$ cat config.mk
export PLATFORM = sky130hd
export DESIGN_NAME = eth_serdes_chan
export DESIGN_NICKNAME = d
export VERILOG_FILES = /design/src/rtl/eth_serdes_chan_pkg.sv /design/src/rtl/eth_serdes_chan_lfsr.sv /design/src/rtl/eth_serdes_chan.sv
export SDC_FILE = /design/constraint.sdc
export NUM_CORES = 1
export LEC_CHECK = 0
export CORE_ASPECT_RATIO = 0.9
export CORE_MARGIN = 1
export CORE_UTILIZATION = 57
export CTS_BUF_LIST = sky130_fd_sc_hd__clkbuf_4 sky130_fd_sc_hd__clkbuf_8 sky130_fd_sc_hd__clkbuf_16
export DETAILED_ROUTE_END_ITERATION = 10
export HOLD_SLACK_MARGIN = 0.03
export PLACE_DENSITY_LB_ADDON = 0.08
export REMOVE_ABC_BUFFERS = 1
export SETUP_SLACK_MARGIN = 0.02
export SLEW_MARGIN = 5
export SYNTH_ARGS = -nofsm -noshare
export SYNTH_HDL_FRONTEND = slang
export SYNTH_SLANG_ARGS = --single-unit
$ cat constraint.sdc
create_clock -name rx_clk -period 3.9 [get_ports rx_clk]
set_clock_uncertainty 0.05 [all_clocks]
set_input_delay 1.17 -clock rx_clk [delete_from_list [all_inputs] [get_ports rx_clk]]
set_output_delay 1.17 -clock rx_clk [all_outputs]
set_load 0.05 [all_outputs]
$ cat src/rtl/eth_serdes_chan_pkg.sv
// Shared definitions for the SERDES channel model: block geometry, sync header codes,
// LFSR feedback taps and the error-injection FSM state type.
package eth_serdes_chan_pkg;

  // One 64b/66b block: 64 payload bits plus a 2-bit sync header.
  localparam int unsigned BlockWidth = 66;

  // Legal sync header codes.
  localparam logic [1:0] SyncData = 2'b01;
  localparam logic [1:0] SyncCtrl = 2'b10;

  // x^32 + x^22 + x^2 + x + 1, as a mask over state bits [31], [21], [1] and [0].
  localparam logic [31:0] LfsrTaps = 32'h8020_0003;

  typedef enum logic [0:0] {
    StIdle,
    StBurst
  } inj_state_e;

endpackage

$ cat src/rtl/eth_serdes_chan_lfsr.sv
// 32-bit Fibonacci LFSR that advances every cycle.
//   clk_i   : clock
//   rst_i   : synchronous active-high reset, loads Seed
//   state_o : current LFSR state
module eth_serdes_chan_lfsr
  import eth_serdes_chan_pkg::*;
#(
  parameter logic [31:0] Seed = 32'h0000_0001
) (
  input  logic        clk_i,
  input  logic        rst_i,
  output logic [31:0] state_o
);

  logic [31:0] state_d, state_q;

  // Shift towards the MSB; the XOR of the tapped bits enters at bit 0.
  always_comb begin
    state_d = {state_q[30:0], ^(state_q & LfsrTaps)};
  end

  always_ff @(posedge clk_i) begin
    if (rst_i) begin
      state_q <= Seed;
    end else begin
      state_q <= state_d;
    end
  end

  assign state_o = state_q;

endmodule

$ cat src/rtl/eth_serdes_chan.sv
// Loopback SERDES channel model: re-aligns the TX block stream by a bitslip-controlled offset
// and optionally corrupts sync headers in LFSR-driven bursts.
//   rx_clk / rx_rst         : clock, synchronous active-high reset
//   in_data / in_hdr        : block from PHY TX
//   serdes_rx_bitslip       : rising edge advances the alignment offset by one bit
//   cfg_err_thresh          : inject when lfsr[15:0] < thresh (0 disables)
//   cfg_err_burst           : blocks corrupted per injection event (0 acts as 1)
//   cfg_bad_hdr_sel         : 0 -> bad header all ones, 1 -> all zeros
//   out_data / out_hdr      : re-aligned (and possibly corrupted) block to PHY RX
//   slip_offset             : current alignment offset, 0..65
//   stat_blocks / stat_injected : saturating block and corruption counters
// DATA_WIDTH + HDR_WIDTH must equal BlockWidth.
module eth_serdes_chan
  import eth_serdes_chan_pkg::*;
#(
  parameter int unsigned DATA_WIDTH = 64,
  parameter int unsigned HDR_WIDTH  = 2,
  parameter logic [31:0] LFSR_SEED  = 32'h0000_0001
) (
  input  logic                  rx_clk,
  input  logic                  rx_rst,
  input  logic [DATA_WIDTH-1:0] in_data,
  input  logic [HDR_WIDTH-1:0]  in_hdr,
  input  logic                  serdes_rx_bitslip,
  input  logic [15:0]           cfg_err_thresh,
  input  logic [7:0]            cfg_err_burst,
  input  logic                  cfg_bad_hdr_sel,
  output logic [DATA_WIDTH-1:0] out_data,
  output logic [HDR_WIDTH-1:0]  out_hdr,
  output logic [6:0]            slip_offset,
  output logic [31:0]           stat_blocks,
  output logic [31:0]           stat_injected
);

  localparam logic [6:0] MaxOffset = 7'(BlockWidth - 1);

  logic [BlockWidth-1:0]   w_d, w_cur_q;
  logic [2*BlockWidth-1:0] window;
  logic [BlockWidth-1:0]   blk;
  logic                    slip_q;
  logic [6:0]              offset_d, offset_q;
  logic [DATA_WIDTH-1:0]   out_data_d, out_data_q;
  logic [HDR_WIDTH-1:0]    out_hdr_d, out_hdr_q;
  logic [31:0]             blocks_d, blocks_q;
  logic [31:0]             injected_d, injected_q;
  inj_state_e              state_d, state_q;
  logic [7:0]              burst_cnt_d, burst_cnt_q;
  logic [7:0]              burst_len;
  logic                    corrupt;
  logic [31:0]             lfsr;
  logic                    unused_lfsr;

  eth_serdes_chan_lfsr #(
    .Seed (LFSR_SEED)
  ) u_lfsr (
    .clk_i   (rx_clk),
    .rst_i   (rx_rst),
    .state_o (lfsr)
  );

  assign unused_lfsr = ^lfsr[31:16];

  // The output register is loaded from the window as it will stand after this edge:
  // the incoming word becomes w_cur and the current w_cur becomes w_prev. Selecting from
  // {w_d, w_cur_q} gives two cycles of latency at offset 0 without a separate w_prev store.
  assign w_d    = {in_data, in_hdr};
  assign window = {w_d, w_cur_q};
  assign blk    = window[{1'b0, offset_q} +: BlockWidth];

  // Bitslip: act on the rising edge only; the new offset applies from the next block.
  always_comb begin
    offset_d = offset_q;
    if (serdes_rx_bitslip && !slip_q) begin
      offset_d = (offset_q == MaxOffset) ? 7'd0 : offset_q + 7'd1;
    end
  end

  // Injection FSM. The burst length is latched at the event so later cfg changes
  // cannot shorten it.
  always_comb begin
    state_d     = state_q;
    burst_cnt_d = burst_cnt_q;
    corrupt     = 1'b0;
    burst_len   = (cfg_err_burst == 8'd0) ? 8'd1 : cfg_err_burst;
    case (state_q)
      StIdle: begin
        if (lfsr[15:0] < cfg_err_thresh) begin
          corrupt     = 1'b1;
          burst_cnt_d = burst_len - 8'd1;
          if (burst_len != 8'd1) begin
            state_d = StBurst;
          end
        end
      end
      StBurst: begin
        corrupt     = 1'b1;
        burst_cnt_d = burst_cnt_q - 8'd1;
        if (burst_cnt_q == 8'd1) begin
          state_d = StIdle;
        end
      end
      default: state_d = StIdle;
    endcase
  end

  always_comb begin
    out_data_d = blk[BlockWidth-1:HDR_WIDTH];
    out_hdr_d  = blk[HDR_WIDTH-1:0];
    if (corrupt) begin
      out_hdr_d = cfg_bad_hdr_sel ? {HDR_WIDTH{1'b0}} : {HDR_WIDTH{1'b1}};
    end
    blocks_d   = (blocks_q == 32'hFFFF_FFFF) ? blocks_q : blocks_q + 32'd1;
    injected_d = injected_q;
    if (corrupt && (injected_q != 32'hFFFF_FFFF)) begin
      injected_d = injected_q + 32'd1;
    end
  end

  always_ff @(posedge rx_clk) begin
    if (rx_rst) begin
      w_cur_q     <= '0;
      slip_q      <= 1'b0;
      offset_q    <= 7'd0;
      out_data_q  <= '0;
      out_hdr_q   <= '0;
      blocks_q    <= 32'd0;
      injected_q  <= 32'd0;
      state_q     <= StIdle;
      burst_cnt_q <= 8'd0;
    end else begin
      w_cur_q     <= w_d;
      slip_q      <= serdes_rx_bitslip;
      offset_q    <= offset_d;
      out_data_q  <= out_data_d;
      out_hdr_q   <= out_hdr_d;
      blocks_q    <= blocks_d;
      injected_q  <= injected_d;
      state_q     <= state_d;
      burst_cnt_q <= burst_cnt_d;
    end
  end

  assign out_data      = out_data_q;
  assign out_hdr       = out_hdr_q;
  assign slip_offset   = offset_q;
  assign stat_blocks   = blocks_q;
  assign stat_injected = injected_q;

endmodule

Yosys cells after proc, flatten, opt, wreduce, memory -nomap -nowiden
Index checks and enable logic that the tools add are counted.
{ "classes": {"n_addsub": 5, "magnitude_cmp": 1, "eq_ne": 6, "shift": 1, "muxes": 12, "n_bitwise": 1, "n_reduce_logical": 5} }
{ "op_table": {"columns": ["op", "count"], "rows": [
  ["$shiftx 132x8->66", 1],
  ["$add 32x1->32 const B", 2],
  ["$eq 32x32->1 const B", 1],
  ["$ne 32x32->1 const B", 1],
  ["$reduce_xor 32->1", 1],
  ["$lt 16x16->1", 1],
  ["$mux 8", 2],
  ["$pmux 8 s2", 1],
  ["$sub 8x1->8 const B", 2],
  ["$eq 8x1->1 const B", 1],
  ["$logic_not 8->1", 1],
  ["$ne 8x1->1 const B", 1],
  ["$add 7x1->7 const B", 1],
  ["$eq 7x7->1 const B", 1],
  ["$mux 7", 1],
  ["$mux 1", 4],
  ["$mux 2", 2],
  ["$pmux 1 s2", 2],
  ["$logic_and 1x1->1", 2],
  ["$ne 2x2->1 const B", 1],
  ["$logic_not 1->1", 1],
  ["$not 1->1", 1]
]} }
{ "word_totals": {"register_bits": 245, "wordCells": 41} }

Logic depth before layout (Yosys ltp)
Gate-level depths: netlist (run 1).
{ "logic_depth": {"word_depth": 6, "depth_mapped": 12, "ltp_nobuf": 9} }

Cells and area by module
Synthesis (run 1) repeated with hierarchy kept, for this count alone.
{ "unflattened": {"hier_cells": 1989, "hier_area_um2": 17974.7} }
{ "by_module_without_submodules": {"columns": ["module", "n_inst", "cells_each", "area_each_um2"], "rows": [
  ["eth_serdes_chan", 1, 1888, 16857.4],
  ["eth_serdes_chan_lfsr", 1, 101, 1117.3]
]} }

Worst setup path after synthesis (run 1)
No wires, ideal clock.
{ "synth_path": {"path_type": "input-to-reg", "startpoint": "input cfg_err_thresh[1]", "endpoint": "register injected_q[22] (netlist: stat_injected[22])", "setup_time_ps": 121, "t_arrival_ps": 3155, "t_required_ps": 3729, "path_slack_ps": 574, "stages": 9, "n_path_buf": 1, "path_cell_list": "inv_1 -> ha_1 -> a211oi_1 -> o21bai_1 -> a2111oi_4 -> o21ai_4 -> buf_6 -> nor4_2 -> mux2_4"} }
{ "synth_via": {"elab_chain_cells": 4} }
{ "synth_rtl": {"columns": ["item", "line_no", "source"], "rows": [
  ["start: declaration", "eth_serdes_chan.sv:25", "input logic [15:0] cfg_err_thresh,"],
  ["$lt 16x16->1", "eth_serdes_chan.sv:87", "if (lfsr[15:0] < cfg_err_thresh) begin"],
  ["$mux 1", "eth_serdes_chan.sv:87", null],
  ["$pmux 1 s2", "eth_serdes_chan.sv:85", "case (state_q)"],
  ["$logic_and 1x1->1", "eth_serdes_chan.sv:114", "if (corrupt && (injected_q != 32'hFFFF_FFFF)) begin"],
  ["end signal: assignment", "eth_serdes_chan.sv:137", "injected_q <= injected_d;"],
  ["end: declaration", "eth_serdes_chan.sv:45", "logic [31:0] injected_d, injected_q;"]
]} }
No other way between the ends.
A chain may end at the register's enable or synchronous reset.

Final worst setup path (run 1)
{ "layout_path": {"startpoint": "register offset_q[1] (netlist: slip_offset[1])", "endpoint": "output slip_offset[1]"} }
{ "layout_rtl": {"columns": ["item", "line_no", "source"], "rows": [
  ["start: declaration", "eth_serdes_chan.sv:41", "logic [6:0] offset_d, offset_q;"],
  ["start signal: assignment", "eth_serdes_chan.sv:133", "offset_q <= offset_d;"],
  ["end: declaration", "eth_serdes_chan.sv:30", "output logic [6:0] slip_offset,"]
]} }
No word-level cell between the ends.

==> results of run 1 <==
flip-flops by register name, summed over array words and instances (netlist names):
signal	count
u_lfsr.state_o	32
w_cur_q	66
state_q	1
stat_injected	32
out_data	64
stat_blocks	32
slip_q	1
slip_offset	7
out_hdr	2
burst_cnt_q	8
where the power goes:
group          total [uW]  switching (uW)  internal, uW
Combinational        2340            1400           938
Sequential           2750             122          2620
Clock                2730            1100          1630
through the flow:
step | worst slack (ps) | std cells
floorplan | -3911 | 1803
global placement | -24.78 | 2533
detailed placement | -50.70 | 2533
CTS | 256.3 | 2581
global route | 188.8 | 2581
finish | 268.4 | 2581
kinds of logic (layout without fill, tap and decap cells):
group	after synthesis	after routing	synth area share, %
AND/OR/NAND/NOR	703	703	19.10
buffers and inverters	193	410	4.733
XOR/XNOR	49	49	2.467
flip-flops	245	245	28.20
AO/OA/AOI/OAI	407	407	15.28
multiplexers	341	341	28.58
adder cells (fa/ha/maj)	23	23	1.654
worst min-delay path by stage:
stage	startpoint	end	slack, ps	cells after the start
floorplan	u_lfsr.state_o[16]$_SDFF_PP0_	u_lfsr.state_o[17]$_SDFF_PP0_	360	1
global placement	u_lfsr.state_o[26]$_SDFF_PP0_	u_lfsr.state_o[27]$_SDFF_PP0_	370	1
detailed placement	u_lfsr.state_o[17]$_SDFF_PP0_	u_lfsr.state_o[18]$_SDFF_PP0_	370	1
CTS	u_lfsr.state_o[28]$_SDFF_PP0_	u_lfsr.state_o[29]$_SDFF_PP0_	400	1
global route	u_lfsr.state_o[28]$_SDFF_PP0_	u_lfsr.state_o[29]$_SDFF_PP0_	420	1
finish	u_lfsr.state_o[28]$_SDFF_PP0_	u_lfsr.state_o[29]$_SDFF_PP0_	390	1
cells in the final DEF (no fill, tap or decap), types with 7 or more instances in the layout:
| cell type | instances |
|---|---|
| buf_4 | 89 |
| buf_12 | 8 |
| o211ai_1 | 14 |
| mux2_2 | 76 |
| o22ai_1 | 52 |
| a22oi_1 | 14 |
| mux2i_1 | 146 |
| a21oi_1 | 88 |
| clkdlybuf4s50_1 | 229 |
| nor3_1 | 26 |
| inv_1 | 31 |
| clkinv_2 | 7 |
| clkbuf_16 | 27 |
| and3_1 | 11 |
| a211o_1 | 7 |
| dfxtp_1 | 239 |
| xor2_1 | 36 |
| a211oi_1 | 15 |
| o221ai_1 | 16 |
| a221o_1 | 14 |
| mux4_2 | 116 |
| o21ai_0 | 104 |
| nand2_1 | 250 |
| nand3_1 | 36 |
| or2_2 | 8 |
| or3_1 | 17 |
| xnor2_1 | 13 |
| nand2b_1 | 9 |
| o31ai_1 | 10 |
| nor2_1 | 176 |
| a31oi_1 | 7 |
| nand4_1 | 21 |
| and2_1 | 8 |
| or4_1 | 11 |
| ha_1 | 23 |
| nor2b_1 | 108 |
worst register-to-register path, stage by stage, from the launching register on:
cell and delay [ps]:
dfxtp_4 670, buf_12 350, mux4_2 560, mux2i_1 380, mux2i_1 190, o21ai_0 570, o22ai_1 150, a211o_1 310
layout make-up:
type / instances / area, um2 / share of cell area [%]
multi-input combinational: 1523 / 11670 / 54.78
clock buffer: 33 / 745.7 / 3.501
inverter: 35 / 135.1 / 0.6344
tap: 403 / 504.2 / 2.367
clock inverter: 15 / 193.9 / 0.9105
timing repair buffer: 327 / 3132 / 14.70
sequential: 245 / 4922 / 23.11
metal layers:
layer	wire length, um	vias up
met1	25830	8245
met2	27400	1256
met5	13	-
met3	8708	173
met4	2421	2
li1	-	7613
synth_stat cells, types with 5 or more instances:
library cell	count	area [um2]
a2111oi_0	5	43.79
a211o_1	7	61.31
a211oi_1	15	112.6
a21o_1	6	45.04
a21oi_1	88	440.4
a221o_1	14	140.1
a221oi_1	5	43.79
a22oi_1	14	105.1
a31oi_1	7	43.79
and2_1	8	50.05
and3_1	11	68.82
buf_1	21	78.83
buf_2	34	170.2
buf_4	5	37.54
buf_6	5	56.30
clkbuf_1	93	349.1
dfxtp_1	245	4905
ha_1	23	287.8
inv_1	33	123.9
mux2_2	76	855.8
mux2i_1	146	1461
mux4_2	116	2613
nand2_1	250	938.4
nand2b_1	9	56.30
nand3_1	36	180.2
nand4_1	21	131.4
nor2_1	176	660.6
nor2b_1	108	675.7
nor3_1	26	130.1
nor4_1	5	31.28
o211ai_1	14	105.1
o21ai_0	104	520.5
o221ai_1	16	140.1
o22ai_1	52	325.3
o31ai_1	10	75.07
or2_2	8	50.05
or3_1	17	106.4
or4_1	11	82.58
xnor2_1	13	113.9
xor2_1	36	315.3
==> impl_metrics.ini, run 1 <==
[global_routing]
grt_util_met3_pct = 11.68
grt.busiest_layer = met2
gr-total-overflow = 0
first_global_vias = 15860
grt_max_degree = 120
grtUsageMet2_pct = 60.12
met1_usage_pct = 57.06
grt_first_pass_wirelength_um = 96920
grt_usage_pct = 40.76
antenna_found_initial = 1

[synthesis]
synthDistinctLibCells = 80
avgSynthCellArea_um2 = 8.871
yosysWarningCount = 0
syn_inst = 1961
async_flop_share_pct = 0
synth-seq-cells = 245
yosysSeqAreaShare_pct = 28.20
synth_area_mm2 = 0.01740
synth-edff-count = 0
synth_ff_type = dfxtp_1

[drt]
num_vias = 17290
drc_errors = 0
vias_per_cell = 6.699
drt-total-wl_um = 64380
post_drt_wl_per_cell_um = 24.94
drt_first_pass_iters = 7
drt-initial-drc-count = 2609
ant_nets = 0

[sta]
max_freq_mhz = 275.4
worstMarginPinSlew_ps = 1333
hold_viol = 0
slew_viol_final = 0
timing.hold.ws_ps = 388.2
max_slew_margin_pct = 10.81
setup_violations = 0
min_period_ps = 3632
tns_ps = 0
finalCritPeriodShare_pct = 93.12
rsz0062_at_grt = false

[cells_and_area]
layout-drive-gt1-share_pct = 17.08
fillers = 2251
antennaDiodeCount = 0
final_core_util_pct = 71.11
design_area_mm2 = 0.02130
area_growth_pct = 22.45
nets = 2276

[status]
outcome = finished clean

[die]
fp-row-count = 60
die_h_um = 167.7
die-area_mm2 = 0.03122
io_pins = 231
dieWidth_um = 186.1
coreArea_mm2 = 0.02995
start_util_pct = 58.07

[clock_tree]
cts_buffers = 27
clock_path_buffers = 3
h-tree-depth = 1
insertion_delay_ps = 550
cts_resized = 0
cts.clk_slew.worst_paths_ps = 60
ctsHoldBuffers = 0
cts_setup_buffers = 0
cts.sinks = 245
cts_tree = built
cts_root_buf = clkbuf_16

[critical_path]
cp_top_family = buffers and inverters
critical_path_required_ps = 2680
arrival_ps = 2410
r2r_start = slip_offset[1]$_SDFFE_PP0P_
critPathLaunch = slip_offset[1]$_SDFFE_PP0P_
reg2reg_depth = 7
crit_slowest_cell = clkdlybuf4s50_1
rr_endpoint = out_data[23]$_SDFF_PP0_
cp_num_buf_inv = 2
crit_path_end_kind = output port
cp-start-kind = register
path_depth = 2
cpPeakStageDelay_ps = 850
crit_fanout = 32
r2r_setup_slack_ps = 540
crit_chain = buf_12 > clkdlybuf4s50_1
cp-endpoint = slip_offset[1]
crit_type = register to output port

[pwr]
ir_drop_mv = 0.4546
leakagePower_uw = 0.008309
power_density_mw_per_mm2 = 366.8
power_uw = 7813

[placement]
hpwl_um = 48130
dpl_cell_area_mm2 = 0.02036
routabilityCongestion = 1.059
io_buffers = 230

[hold_path]
hold_class = register to register

[flow_run]
max-cap-violations = 0
Power figures use the tool's default switching activity.
==> run 2, diff against run 1 <==
- CORE_UTILIZATION: 57 -> 64
- DONT_BUFFER_PORTS: default -> 1
==> impl_metrics.ini, run 2 (synthesized netlist as in run 1, its figures left out) <==
[sta]
setup_violations = 0
worst_slack_ps = 347.7
finalCritPeriodShare_pct = 91.08
slew_viol_final = 0
rsz0062_at_grt = false
min_period_ps = 3552
hold_viol = 0
max_freq_mhz = 281.5
max_slew_margin_pct = 34.09
worstMarginPinSlew_ps = 981.1

[hold_path]
min_path_cells = 1
hold_class = register to register

[clock_tree]
h-tree-depth = 1
cts_buffers = 25
cts_resized = 0
cts_tree = built
ctsHoldBuffers = 0
clock_path_buffers = 3
cts_setup_buffers = 0
cts_root_buf = clkbuf_16
insertion_delay_ps = 570
cts.clk_slew.worst_paths_ps = 70
cts.sinks = 245

[global_routing]
grt_first_pass_wirelength_um = 95160
grt.busiest_layer = met2
grt_max_degree = 196
met1_usage_pct = 56.02
gr-total-overflow = 0
grt_usage_pct = 44.93
grtUsageMet2_pct = 71.43
first_global_vias = 15660
antenna_found_initial = 1
grt_util_met3_pct = 12.44

[critical_path]
reg2reg_depth = 7
crit_path_end_kind = register
crit_type = register to register
crit_slowest_cell = dfxtp_4
critical_path_required_ps = 4330
crit_fanout = 62
cpPeakStageDelay_ps = 940
arrival_ps = 3980
cp-start-kind = register
crit_chain = inv_1 > mux2i_1 > o21ai_0 > o21ai_0 > nor3_1 > a21oi_1 > a31oi_1
cp_common_cell = o21ai_0

[drt]
post_drt_wl_per_cell_um = 28.03
vias_per_cell = 7.332
drt-total-wl_um = 63530
drc_errors = 0
drt_first_pass_iters = 8
num_vias = 16620
drt-initial-drc-count = 2529
ant_nets = 0

[pwr]
power_density_mw_per_mm2 = 406.3
ir_drop_mv = 0.3699
p_sw_uw = 2494
clkPwrFrac_pct = 37.9
leakagePower_uw = 0.007358
share_comb_of_total_power_pct = 23.3
seqPwrFrac_pct = 38.7
internal_power_uw = 5120
swShare_pct = 32.75

[cells_and_area]
area_growth_pct = 7.732
final_common_cell = nand2_1
regMostFlops = w_cur_q
antennaDiodeCount = 0
seq_area_mm2 = 0.004922
multi_input_area_mm2 = 0.01167
design_area_mm2 = 0.01874
nets = 2016
largest_register_ffs = 66
layout-drive-gt1-share_pct = 17.78
final_cell_mix = nand2_1, dfxtp_1, nor2_1, mux2i_1, mux4_2
fillers = 1904

[die]
coreArea_mm2 = 0.02635
dieWidth_um = 175.8
die_h_um = 158.4
die-area_mm2 = 0.02784
fp-row-count = 56
start_util_pct = 66.03
io_pins = 231

[placement]
dpl_cell_area_mm2 = 0.01775
dp_slack_ps = 322.7
routabilityCongestion = 1.034
hpwl_um = 46230
io_buffers = 0

[status]
outcome = finished clean

[flow_run]
max-cap-violations = 0
==> run 2: cell types whose count changed in the layout (fill, tap and decap cells not counted), moves of 2 or more <==
cell,previous run,this run
buf_4,89,63
clkinv_2,7,5
inv_6,4,1
clkdlybuf4s50_1,229,0
bufinv_16,4,8
buf_12,8,6
clkbuf_16,27,25
==> run 2: worst paths after layout <==
kind | endpoint | start | slack, ps
worst max-delay path | out_data[18]$_SDFF_PP0_ | slip_offset[2]$_SDFFE_PP0P_ | 350
worst min-delay path | u_lfsr.state_o[25]$_SDFF_PP0_ | u_lfsr.state_o[24]$_SDFF_PP0_ | 390
worst min register to register | u_lfsr.state_o[25]$_SDFF_PP0_ | u_lfsr.state_o[24]$_SDFF_PP0_ | 390
worst max register to register | out_data[18]$_SDFF_PP0_ | slip_offset[2]$_SDFFE_PP0P_ | 350
==> run 2: through the flow <==
stage / util, % / TNS [ps] / instances / power [uW] / hold slack, ps
after detailed placement: 67.39 / 0 / 2220 / 4687 / 376.6
after global routing: 71.13 / 0 / 2266 / 7791 / 402.7
after global placement: 67.39 / 0 / 2220 / 4663 / 370.2
after CTS: 71.13 / 0 / 2266 / 7542 / 394.0
after floorplan: - / -255580 / 1803 / 4165 / 363.8
final: 71.13 / 0 / 2266 / 7614 / 386.6
==> run 2: critical path, delay by kind of cell, from the launching register on <==
family          cells  cell delay [ps]
compound gates      4             1250
buf+inv             1              630
flops               1              940
mux                 1              250
simple gates        1              270
==> run 2: area by class of cell <==
cell class	count	share of cell area [%]
Multi-Input combinational cell	1523	62.26
Sequential cell	245	26.27
Clock buffer	31	3.679
Timing Repair Buffer	69	3.165
Tap cell	348	2.323
Clock inverter	15	1.589
Inverter	35	0.7211
==> run 2: power by group through the flow <==
stage | Sequential (uW) | Combinational, uW | Clock [uW]
CTS | 2950 | 1710 | 2890
finish | 2950 | 1780 | 2890
detailed placement | 3000 | 1690 | 0
floorplan | 3050 | 1110 | 0
global placement | 2990 | 1670 | 0
global route | 2960 | 1850 | 2980
==> run 2: per-layer routing <==
layer,vias to the layer above,routed length [um]
met4,2,3934
met2,1304,28120
met5,-,13
li1,7125,-
met1,7927,23460
met3,257,7993
